--- config.mk ---
export PLATFORM = sky130hd
export DESIGN_NAME = ex_mem
export DESIGN_NICKNAME = d
export VERILOG_FILES = /design/src/rtl/ex_mem.sv
export SDC_FILE = /design/constraint.sdc
export NUM_CORES = 1
export LEC_CHECK = 0
export BUFFER_PORTS_ARGS = -buffer_cell sky130_fd_sc_hd__buf_2
export CORE_AREA = 8 8 265 267
export CTS_CLUSTER_SIZE = 10
export DETAILED_ROUTE_END_ITERATION = 8
export DIE_AREA = 0 0 273 275
export PLACE_DENSITY_LB_ADDON = 0.08
export SYNTH_ARGS = -nofsm -noshare
export SYNTH_HDL_FRONTEND = slang
export SYNTH_SLANG_ARGS = --single-unit
--- constraint.sdc ---
create_clock -name clk -period 10.34 [get_ports clk]
set_input_delay 1.551 -clock clk [delete_from_list [all_inputs] [get_ports clk]]
set_output_delay 1.551 -clock clk [all_outputs]
set_load 0.01 [all_outputs]
--- src/rtl/ex_mem.sv ---
// ex_mem: EX/MEM pipeline register with flush, bubble insertion and the MADD/MSUB feedback path.
// The hilo_o/cnt_o feedback registers exist only when HILO_ACCUM_EN is defined.
module ex_mem #(
  parameter int ALUOP_W   = 8,
  parameter int REGADDR_W = 5
) (
  input  logic                 clk,
  input  logic                 rst,
  input  logic [5:0]           stall,
  input  logic                 flush,
  input  logic [ALUOP_W-1:0]   ex_aluop,
  input  logic [31:0]          ex_mem_addr,
  input  logic [31:0]          ex_reg2,
  input  logic [REGADDR_W-1:0] ex_wd,
  input  logic                 ex_wreg,
  input  logic [31:0]          ex_wdata,
  input  logic [31:0]          ex_hi,
  input  logic [31:0]          ex_lo,
  input  logic                 ex_whilo,
  input  logic                 ex_cp0_we,
  input  logic [4:0]           ex_cp0_waddr,
  input  logic [31:0]          ex_cp0_wdata,
  input  logic [31:0]          ex_excepttype,
  input  logic [31:0]          ex_current_inst_address,
  input  logic                 ex_is_in_delayslot,
  input  logic                 ex_isbubble,
  input  logic [63:0]          hilo_i,
  input  logic [1:0]           cnt_i,
  output logic [ALUOP_W-1:0]   mem_aluop,
  output logic [31:0]          mem_mem_addr,
  output logic [31:0]          mem_reg2,
  output logic [REGADDR_W-1:0] mem_wd,
  output logic                 mem_wreg,
  output logic [31:0]          mem_wdata,
  output logic [31:0]          mem_hi,
  output logic [31:0]          mem_lo,
  output logic                 mem_whilo,
  output logic                 mem_cp0_we,
  output logic [4:0]           mem_cp0_waddr,
  output logic [31:0]          mem_cp0_wdata,
  output logic [31:0]          mem_excepttype,
  output logic [31:0]          mem_current_inst_address,
  output logic                 mem_is_in_delayslot,
  output logic                 mem_isbubble,
  output logic [63:0]          hilo_o,
  output logic [1:0]           cnt_o
);
  localparam int W = ALUOP_W + REGADDR_W + 8 * 32 + 5 + 5;
  localparam logic [W-1:0] BUBBLE = {{(W-1){1'b0}}, 1'b1};
  logic [W-1:0] d, q;
  logic bubble;
  logic unused_stall;
  assign bubble = stall[3] & ~stall[4];
  assign unused_stall = ^{stall[5], stall[2:0]};
  // isbubble is the LSB so that flush and bubble load the single-one pattern
  assign d = {ex_aluop, ex_mem_addr, ex_reg2, ex_wd, ex_wreg, ex_wdata, ex_hi, ex_lo,
              ex_whilo, ex_cp0_we, ex_cp0_waddr, ex_cp0_wdata, ex_excepttype,
              ex_current_inst_address, ex_is_in_delayslot, ex_isbubble};
  assign {mem_aluop, mem_mem_addr, mem_reg2, mem_wd, mem_wreg, mem_wdata, mem_hi, mem_lo,
          mem_whilo, mem_cp0_we, mem_cp0_waddr, mem_cp0_wdata, mem_excepttype,
          mem_current_inst_address, mem_is_in_delayslot, mem_isbubble} = q;
  always_ff @(posedge clk or posedge rst)
    if (rst) q <= '0;
    else if (flush || bubble) q <= BUBBLE;
    else if (!stall[3]) q <= d;
`ifdef HILO_ACCUM_EN
  always_ff @(posedge clk or posedge rst)
    if (rst) {hilo_o, cnt_o} <= '0;
    else if (flush) {hilo_o, cnt_o} <= '0;
    else if (bubble) {hilo_o, cnt_o} <= {hilo_i, cnt_i};
    else if (!stall[3]) {hilo_o, cnt_o} <= '0;
`else
  logic unused_accum;
  assign unused_accum = ^{hilo_i, cnt_i};
  assign hilo_o = '0;
  assign cnt_o  = '0;
`endif
endmodule

# --- Word level (Yosys, flattened, before mapping) ---
# Index checks and enable logic that the tools add are counted.
word_totals:
  register_bits: 279
  word_cells: 7
  input_bits: 354
  output_inout_bits: 345
op_classes:
  reduce_logical: 1
  n_eq_ne: 1
  bitwise: 2
  mux: 2
op_table:
  columns: ["operator", "n"]
  rows:
  - ["$mux 279", 2]
  - ["$ne 2x1->1 const B", 1]
  - ["$and 1x1->1", 1]
  - ["$logic_or 1x1->1", 1]
  - ["$not 1->1", 1]

# --- Longest topological paths before layout ---
# Gate-level depths: netlist of the first run.
depth:
  word_depth: 4
  depth_mapped: 6
  mapped_depth_nobuf: 2

# --- Least setup slack after synthesis of the first run ---
# OpenSTA, ideal clock, no wires.
synth_path:
  path_kind: "input to register"
  startpoint: "input port stall[3]"
  endpoint: "register q[10]"
  setup_ps: 136
  t_required_ps: 10204
  t_arrival_ps: 2227
  n_path_buf: 4
  stages: 6
  setup_slack_ps: 7976
  path_cell_list: "buf_4 buf_6 buf_4 buf_4 nand3_1 a21oi_1"
synth_between:
  elab_chain_len: 3
  elab_cells_between_ends: 4
  cone_classes: "1 x eq/ne; 1 x mux; 1 x bitwise; 1 x reduce/logical"
synth_lines:
  columns: ["item", "line", "source"]
  rows:
  - ["from (decl)", "9", "input logic [5:0] stall,"]
  - ["$and 1x1->1", "53", "assign bubble = stall[3] & ~stall[4];"]
  - ["$logic_or 1x1->1", "64", "else if (flush || bubble) q <= BUBBLE;"]
  - ["$ne 2x1->1 (no line) / $mux 279 (equally long branches)", null, null]
  - ["to (signal assigned)", "63", "if (rst) q <= '0;"]
  - ["to (signal assigned)", "64", null]
  - ["to (signal assigned)", "65", "else if (!stall[3]) q <= d;"]
  - ["to (decl)", "50", "logic [W-1:0] d, q;"]
# Parallel ways exist; a longest one is shown, timed or not.
# A chain may end at the register's enable or synchronous reset.

# --- Worst setup path after layout of the first run ---
layout_path:
  startpoint: "input port stall[3]"
  endpoint: "register q[59]"
# Same word-level chain as after synthesis.

==> results of run 1 <==
cell type report:
cell class / instances / area, µm²
fillers: 7384 / 49100
clock inverters: 6 / 93.8
flip-flops and latches: 279 / 6980
inverters: 1 / 11.3
diodes: 11 / 27.5
multi-input cells: 903 / 4830
clock buffers: 66 / 1230
repair buffers: 574 / 2940
well taps: 873 / 1090
stage by stage:
step	util, %	instances	hold slack [ps]	total power, µW	instance area (µm²)
finish	26.0	2713	526	2900	17200
global placement	23.9	2630	519	1530	15900
detailed placement	23.9	2630	523	1540	15900
floorplan	-	1373	567	1390	12900
global route	25.9	2711	547	3050	17200
CTS	25.9	2702	531	2980	17200
Yosys cell counts:
library cell and instances:
a31oi_1 1, buf_1 5, nor2_1 1, buf_6 5, buf_8 1, conb_1 1, inv_1 1, buf_4 78
nand2b_1 278, clkbuf_1 56, nand3_2 10, nand3_1 268, a21oi_1 278, buf_2 45, dfrtp_1 279, nor3_1 1
cell families (layout without fill, tap and decap cells):
group	Yosys count	count (layout)
DFF	279	279
and+or+nand+nor	558	558
other	1	77
AOI/OAI and AO/OA	279	279
buffers and inverters	191	647
power by group:
| part | internal [µW] | switching [µW] |
|---|---|---|
| Combinational | 125 | 214 |
| Clock | 860 | 531 |
| Sequential | 1140 | 24.6 |
| Total | 2130 | 770 |
layer usage:
| layer | wire [µm] | part of all wire, % |
|---|---|---|
| met1 | 19200 | 36 |
| met2 | 28800 | 53 |
| met3 | 4300 | 8.0 |
| met4 | 1580 | 2.9 |
| met5 | 100 | 0.19 |
final timing paths:
kind                       cells past startpoint     start  slack, ps     end
setup / recovery                               5  stall[3]       6610   q[59]
hold / removal                                 2    q[227]        530  q[227]
setup reg to reg                               2      q[0]       9580    q[0]
hold reg to reg                                2    q[227]        530  q[227]
max in group asynchronous                      3       rst       7670   q[50]
min in group asynchronous                      2       rst       1170  q[180]
worst max-delay path, cell delays in order:
cell      delay (ps)
buf_8            360
buf_4            830
buf_4            870
nand2b_1         220
a21oi_1           60
layout by cell type (no fill, tap or decap), types with 15 or more instances in the layout:
| cell | n |
|---|---|
| clkbuf_1 | 15 |
| nand3_1 | 268 |
| dfrtp_1 | 279 |
| nand2b_1 | 278 |
| conb_1 | 66 |
| clkbuf_16 | 42 |
| a21oi_1 | 278 |
| buf_2 | 559 |
==> impl_metrics.py, run 1 <==
metrics = {
    "clocking": {
        "clock_path_buffers": 3,
        "htree_num_levels": 2,
        "clk_pin_slew_ps": 50,
        "cts_tree": "built",
        "clockRootBuffer": "clkbuf_16",
        "clock-sinks": 279,
        "cts_hold_repair.buffers": 0,
        "insertion_delay_ps": 550,
        "numCtsBuffers": 40,
        "postCtsResizedCells": 0,
        "post_cts_buffers": 0,
    },
    "floorplan": {
        "fp.dieW_um": 273,
        "ios": 699,
        "core_area_um2": 66300,
        "rows": 95,
        "die_h_um": 275,
        "dieArea_um2": 75100,
        "start_util_pct": 19.1,
    },
    "detailed_routing": {
        "drcViolationCount": 0,
        "wire_per_inst_um": 19.9,
        "final_antenna_net_count": 0,
        "detail_route.wirelength_mm": 54.0,
        "dr.pass1.iters": 4,
        "first_iter_violations": 610,
        "viasPerCell": 4.12,
        "vias": 11183,
    },
    "grt": {
        "grt_pass1_vias": 11285,
        "use_met2_pct": 24.2,
        "grt_pass1_wl_mm": 77.9,
        "grt_use_met3_pct": 4.75,
        "overflow": 0,
        "grt_start_max_net_pins": 251,
        "grt_antenna_before_repair": 19,
        "grt-busiest-layer": "met2",
        "grt_usage_pct": 13.5,
        "gr-usage-met1_pct": 14.5,
    },
    "worst_hold_path": {
        "hold_path.class": "register to register",
    },
    "logic_synthesis": {
        "postSynthAreaPerCell_um2": 9.70,
        "synth-simple-area-share_pct": 25.1,
        "synth_top_family_by_area": "simple AND/OR/NAND/NOR gates",
        "synth_seq_area_share_pct": 55.0,
        "synth_fa_ha_area_share_pct": 0,
        "mappedNetlistArea_um2": 12700,
        "synthXorXnorAreaFrac_pct": 0,
        "synth_warnings": 0,
        "ys_ff_latch": 279,
        "muxShareOfSynthArea_pct": 0,
        "yosysUniqueCellTypes": 16,
        "synth-compound-area-share_pct": 11.0,
        "synthCells": 1308,
        "yosysTopAreaCell": "dfrtp_1",
        "synth_top_area_share_pct": 55.0,
        "synthTopCellsByArea": "dfrtp_1 (55%), nand2b_1 (14%), a21oi_1 (11%), nand3_1 (11%), buf_4 (4.6%)",
    },
    "final_layout": {
        "reg.largest.list": "q: 279 flops",
        "top_register": "q",
        "area_delta_synth_final_pct": 35.7,
        "nets": 2153,
        "largest_reg_flops": 279,
        "drive_above_1_share_pct": 35.1,
    },
    "placement": {
        "dp_worst_setup_slack_ps": 6040,
        "dp_hpwl_mm": 37.0,
        "io_buffers": 562,
        "gp_congestion": 0.752,
    },
    "timing": {
        "setup-violations-final": 0,
        "slew_headroom_pct": 9.34,
        "slew_viol_final": 0,
        "finClkSkew_ps": 0,
        "setup_ws_ps": 6610,
        "post-route-period-util_pct": 36.1,
        "finalHoldViolCount": 0,
        "setup-tns-final_ps": 0,
        "tightest_slew_ps": 1360,
        "fin_crit_ps": 3730,
        "rsz0062_at_grt": "no",
        "fmax_ghz": 0.268,
    },
    "outcome": {
        "status": "complete, no violations",
    },
    "worst_setup_path": {
        "crit_arrival_ps": 4110,
        "start_kind": "input port",
        "worstSetupEndpointType": "register",
        "critPathKind": "input port to register",
        "path_max_fanout": 112,
        "cp.required_ps": 10710,
    },
    "run": {
        "timing.max_cap.violations": 0,
    },
    "power_and_ir_drop": {
        "power_density_nw_per_um2": 168,
        "vdd_drop_max_mv": 0.0890,
        "power.static_leakage_uw": 0.00838,
    },
}
Note: power is estimated with default switching activity, not from simulation.
==> run 2, diff against run 1 <==
--- a/config.mk
+++ b/config.mk
@@ -5,11 +5,12 @@
 export SDC_FILE = /design/constraint.sdc
 export NUM_CORES = 1
 export LEC_CHECK = 0
+export ABC_AREA = 1
 export BUFFER_PORTS_ARGS = -buffer_cell sky130_fd_sc_hd__buf_2
-export CORE_AREA = 8 8 265 267
+export CORE_AREA = 8 8 264 266
 export CTS_CLUSTER_SIZE = 10
 export DETAILED_ROUTE_END_ITERATION = 8
-export DIE_AREA = 0 0 273 275
+export DIE_AREA = 0 0 272 274
 export PLACE_DENSITY_LB_ADDON = 0.08
 export SYNTH_ARGS = -nofsm -noshare
 export SYNTH_HDL_FRONTEND = slang
==> constraint.sdc (replaced) <==
create_clock -name clk -period 3.8 [get_ports clk]
set_input_delay 0.57 -clock clk [delete_from_list [all_inputs] [get_ports clk]]
set_output_delay 0.57 -clock clk [all_outputs]
set_load 0.01 [all_outputs]
==> run 2 against run 1 <==
First-iteration DRC count increased by 15%. Power increased to 2.6 times the previous value. Synthesized cell count grew 2.8%. Area after synthesis shrank 0.73%. Die area down 0.73%. Clock skew unchanged. Hold slack worse by 270 ps. Core utilization rose by 0.088 points. Critical path type is now register to primary output. Critical endpoint is now mem_lo[26].
==> impl_metrics.py, run 2 <==
metrics = {
    "worst_hold_path": {
        "worstHoldStart": "ex_wdata[31]",
        "hold_path.class": "input port to register",
    },
    "clocking": {
        "clock_path_buffers": 3,
        "htree_num_levels": 2,
        "cts_hold_repair.buffers": 0,
        "post_cts_buffers": 0,
        "clk_pin_slew_ps": 50,
        "numCtsBuffers": 38,
        "clock-sinks": 279,
        "clockRootBuffer": "clkbuf_16",
        "postCtsResizedCells": 0,
        "insertion_delay_ps": 530,
        "cts_tree": "built",
    },
    "final_layout": {
        "final_area_um2": 17000,
        "drive_above_1_share_pct": 35.4,
        "top_register": "q",
        "area_delta_synth_final_pct": 35.0,
        "multiInputGateArea_um2": 4440,
        "reg.largest.list": "q: 279 flops",
        "largest_reg_flops": 279,
        "utilization_pct": 26.0,
        "final_cell_mix": "buf_2 (560), nand2_1 (282), dfrtp_1 (279)",
        "fill_cells": 7230,
        "nets": 2190,
        "ff_latch_area_um2": 6980,
        "mostFrequentLayoutCell": "buf_2",
        "fin_cells": 2736,
    },
    "grt": {
        "grt_antenna_before_repair": 17,
        "grt_start_max_net_pins": 145,
        "grt_usage_pct": 14.3,
        "grt_pass1_vias": 12286,
        "grt_pass1_wl_mm": 83.1,
        "overflow": 0,
    },
    "worst_setup_path": {
        "worstSetupEndpointType": "primary output",
        "start_kind": "register",
        "path_max_fanout": 2,
        "crit_path_start": "q[131]",
        "crit_path_end": "mem_lo[26]",
        "r2r-end": "q[0]",
        "r2r_start": "q[0]",
        "worstRegToRegCells": 4,
        "cp_num_buf_inv": 1,
        "path_delay_family": "flip-flops",
        "crit_arrival_ps": 1110,
        "critPathKind": "register to primary output",
        "worst_path_largest_cell_delay_ps": 410,
        "rrSetupSlack_ps": 3080,
        "cpMaxStageDelayCell": "dfrtp_1",
        "cp_cell_sequence": "buf_2",
        "cp.depth": 1,
        "cp.required_ps": 3230,
    },
    "placement": {
        "dp_hpwl_mm": 39.1,
        "place_area_um2": 15800,
        "gp_congestion": 0.757,
        "dp.cells": 2660,
        "io_buffers": 562,
    },
    "logic_synthesis": {
        "synth_warnings": 0,
        "postSynthAreaPerCell_um2": 9.37,
        "synthTopCellsByArea": "dfrtp_1 (55%), nand4_1 (14%), nand3_1 (11%), nand2_1 (8.4%), buf_2 (4.5%)",
        "synthArstFlopShare_pct": 100,
        "synth_seq_area_share_pct": 55.4,
        "synthCells": 1344,
        "mappedNetlistArea_um2": 12600,
        "synth_ff_type": "dfrtp_1",
        "synth_top_area_share_pct": 55.4,
        "synth-edff-count": 0,
        "yosysTopAreaCell": "dfrtp_1",
        "yosysUniqueCellTypes": 13,
        "netlist_top_cells_count": "nand2_1 (282), dfrtp_1 (279), nand3_1 (278), nand4_1 (278), buf_2 (114)",
        "ys_ff_latch": 279,
        "synth.most_common_cell": "nand2_1",
    },
    "detailed_routing": {
        "wire_per_inst_um": 20.8,
        "final_antenna_net_count": 0,
        "drcViolationCount": 0,
        "viasPerCell": 4.41,
        "top_layer_used": "met5",
        "wl_met3_mm": 5.16,
        "first_iter_violations": 703,
        "wl_met2_mm": 27.4,
        "detail_route.wirelength_mm": 56.9,
        "wl_met1_mm": 23.3,
        "vias": 12064,
        "dr.pass1.iters": 5,
    },
    "floorplan": {
        "die_h_um": 274,
        "fp.dieW_um": 272,
        "rows": 94,
        "core_area_um2": 65300,
        "ios": 699,
        "dieArea_um2": 74500,
        "start_util_pct": 19.3,
    },
    "timing": {
        "slew_viol_final": 0,
        "finalHoldViolCount": 0,
        "setup-violations-final": 0,
        "fmax_ghz": 0.594,
        "finClkSkew_ps": 0,
        "slew_headroom_pct": 29.1,
        "rsz0062_at_grt": "no",
        "tightest_slew_ps": 1060,
        "post-route-period-util_pct": 44.3,
        "fin_crit_ps": 1680,
    },
    "power_and_ir_drop": {
        "power.static_leakage_uw": 0.00960,
        "seqPwrFrac_pct": 42.4,
        "combPwrFrac_pct": 13.0,
        "power_density_nw_per_um2": 442,
        "internal_power_uw": 5390,
        "sw_frac_of_total_pct": 28.3,
        "vdd_drop_max_mv": 0.266,
        "power_frac_clock_pct": 44.6,
        "p_switching_uw": 2120,
    },
    "run": {
        "timing.max_cap.violations": 0,
    },
    "outcome": {
        "status": "complete, no violations",
    },
}
[run 2: changes by cell type after synthesis, sizes merged]
cell    change
buf        +73
nand2     +282
a31oi       -1
nand4     +278
nor2        -1
nor3        -1
nand2b    -278
inv         +5
clkbuf     -44
a21oi     -277
[run 2: area by class of cell]
class,count,area share [%]
Inverter,6,0.243
Multi-Input combinational cell,905,26.1
Antenna cell,10,0.147
Sequential cell,279,41.1
Timing Repair Buffer,606,19.4
Clock inverter,8,0.324
Tap cell,864,6.36
Clock buffer,58,6.33
[run 2: power by group through the flow]
stage	Sequential, µW	Clock [µW]	Combinational, µW
global route	3200	3630	1080
CTS	3190	3530	1000
floorplan	3310	0	483
finish	3190	3350	974
global placement	3240	0	1000
detailed placement	3240	0	999
[run 2: per-stage QoR]
stage                     hold WS [ps]  total power (µW)  setup slack, ps  setup TNS, ps
after global routing               232              7910             2050              0
after global placement             493              4240             1630              0
after CTS                          209              7720             2040              0
final                              260              7510             2120              0
after floorplan                    549              3790             -463        -129270
after detailed placement           498              4240             1640              0
[run 2: how the worst min path moves through the flow]
stage                         to  slack, ps  cells past startpoint
after floorplan           q[133]        550                      2
after global placement    q[159]        490                      2
after detailed placement  q[224]        500                      2
after CTS                 q[200]        210                      3
after global routing      q[218]        230                      3
final                     q[200]        260                      3
[run 2: layer usage]
metal | up-vias | GRT usage (%)
li1 | 5632 | -
met1 | 5935 | 17.2
met2 | 406 | 23.6
met3 | 75 | 5.74
met4 | 16 | 3.45
met5 | - | 0
[run 2: cell families (layout without fill, tap and decap cells)]
group | count (synthesis) | after routing | share of synthesized area (%)
buffers and inverters | 225 | 678 | 11.2
flip-flops | 279 | 279 | 55.4
other | 1 | 76 | 0.0298
AND/OR/NAND/NOR | 838 | 838 | 33.3
AO/OA/AOI/OAI | 1 | 1 | 0.0397
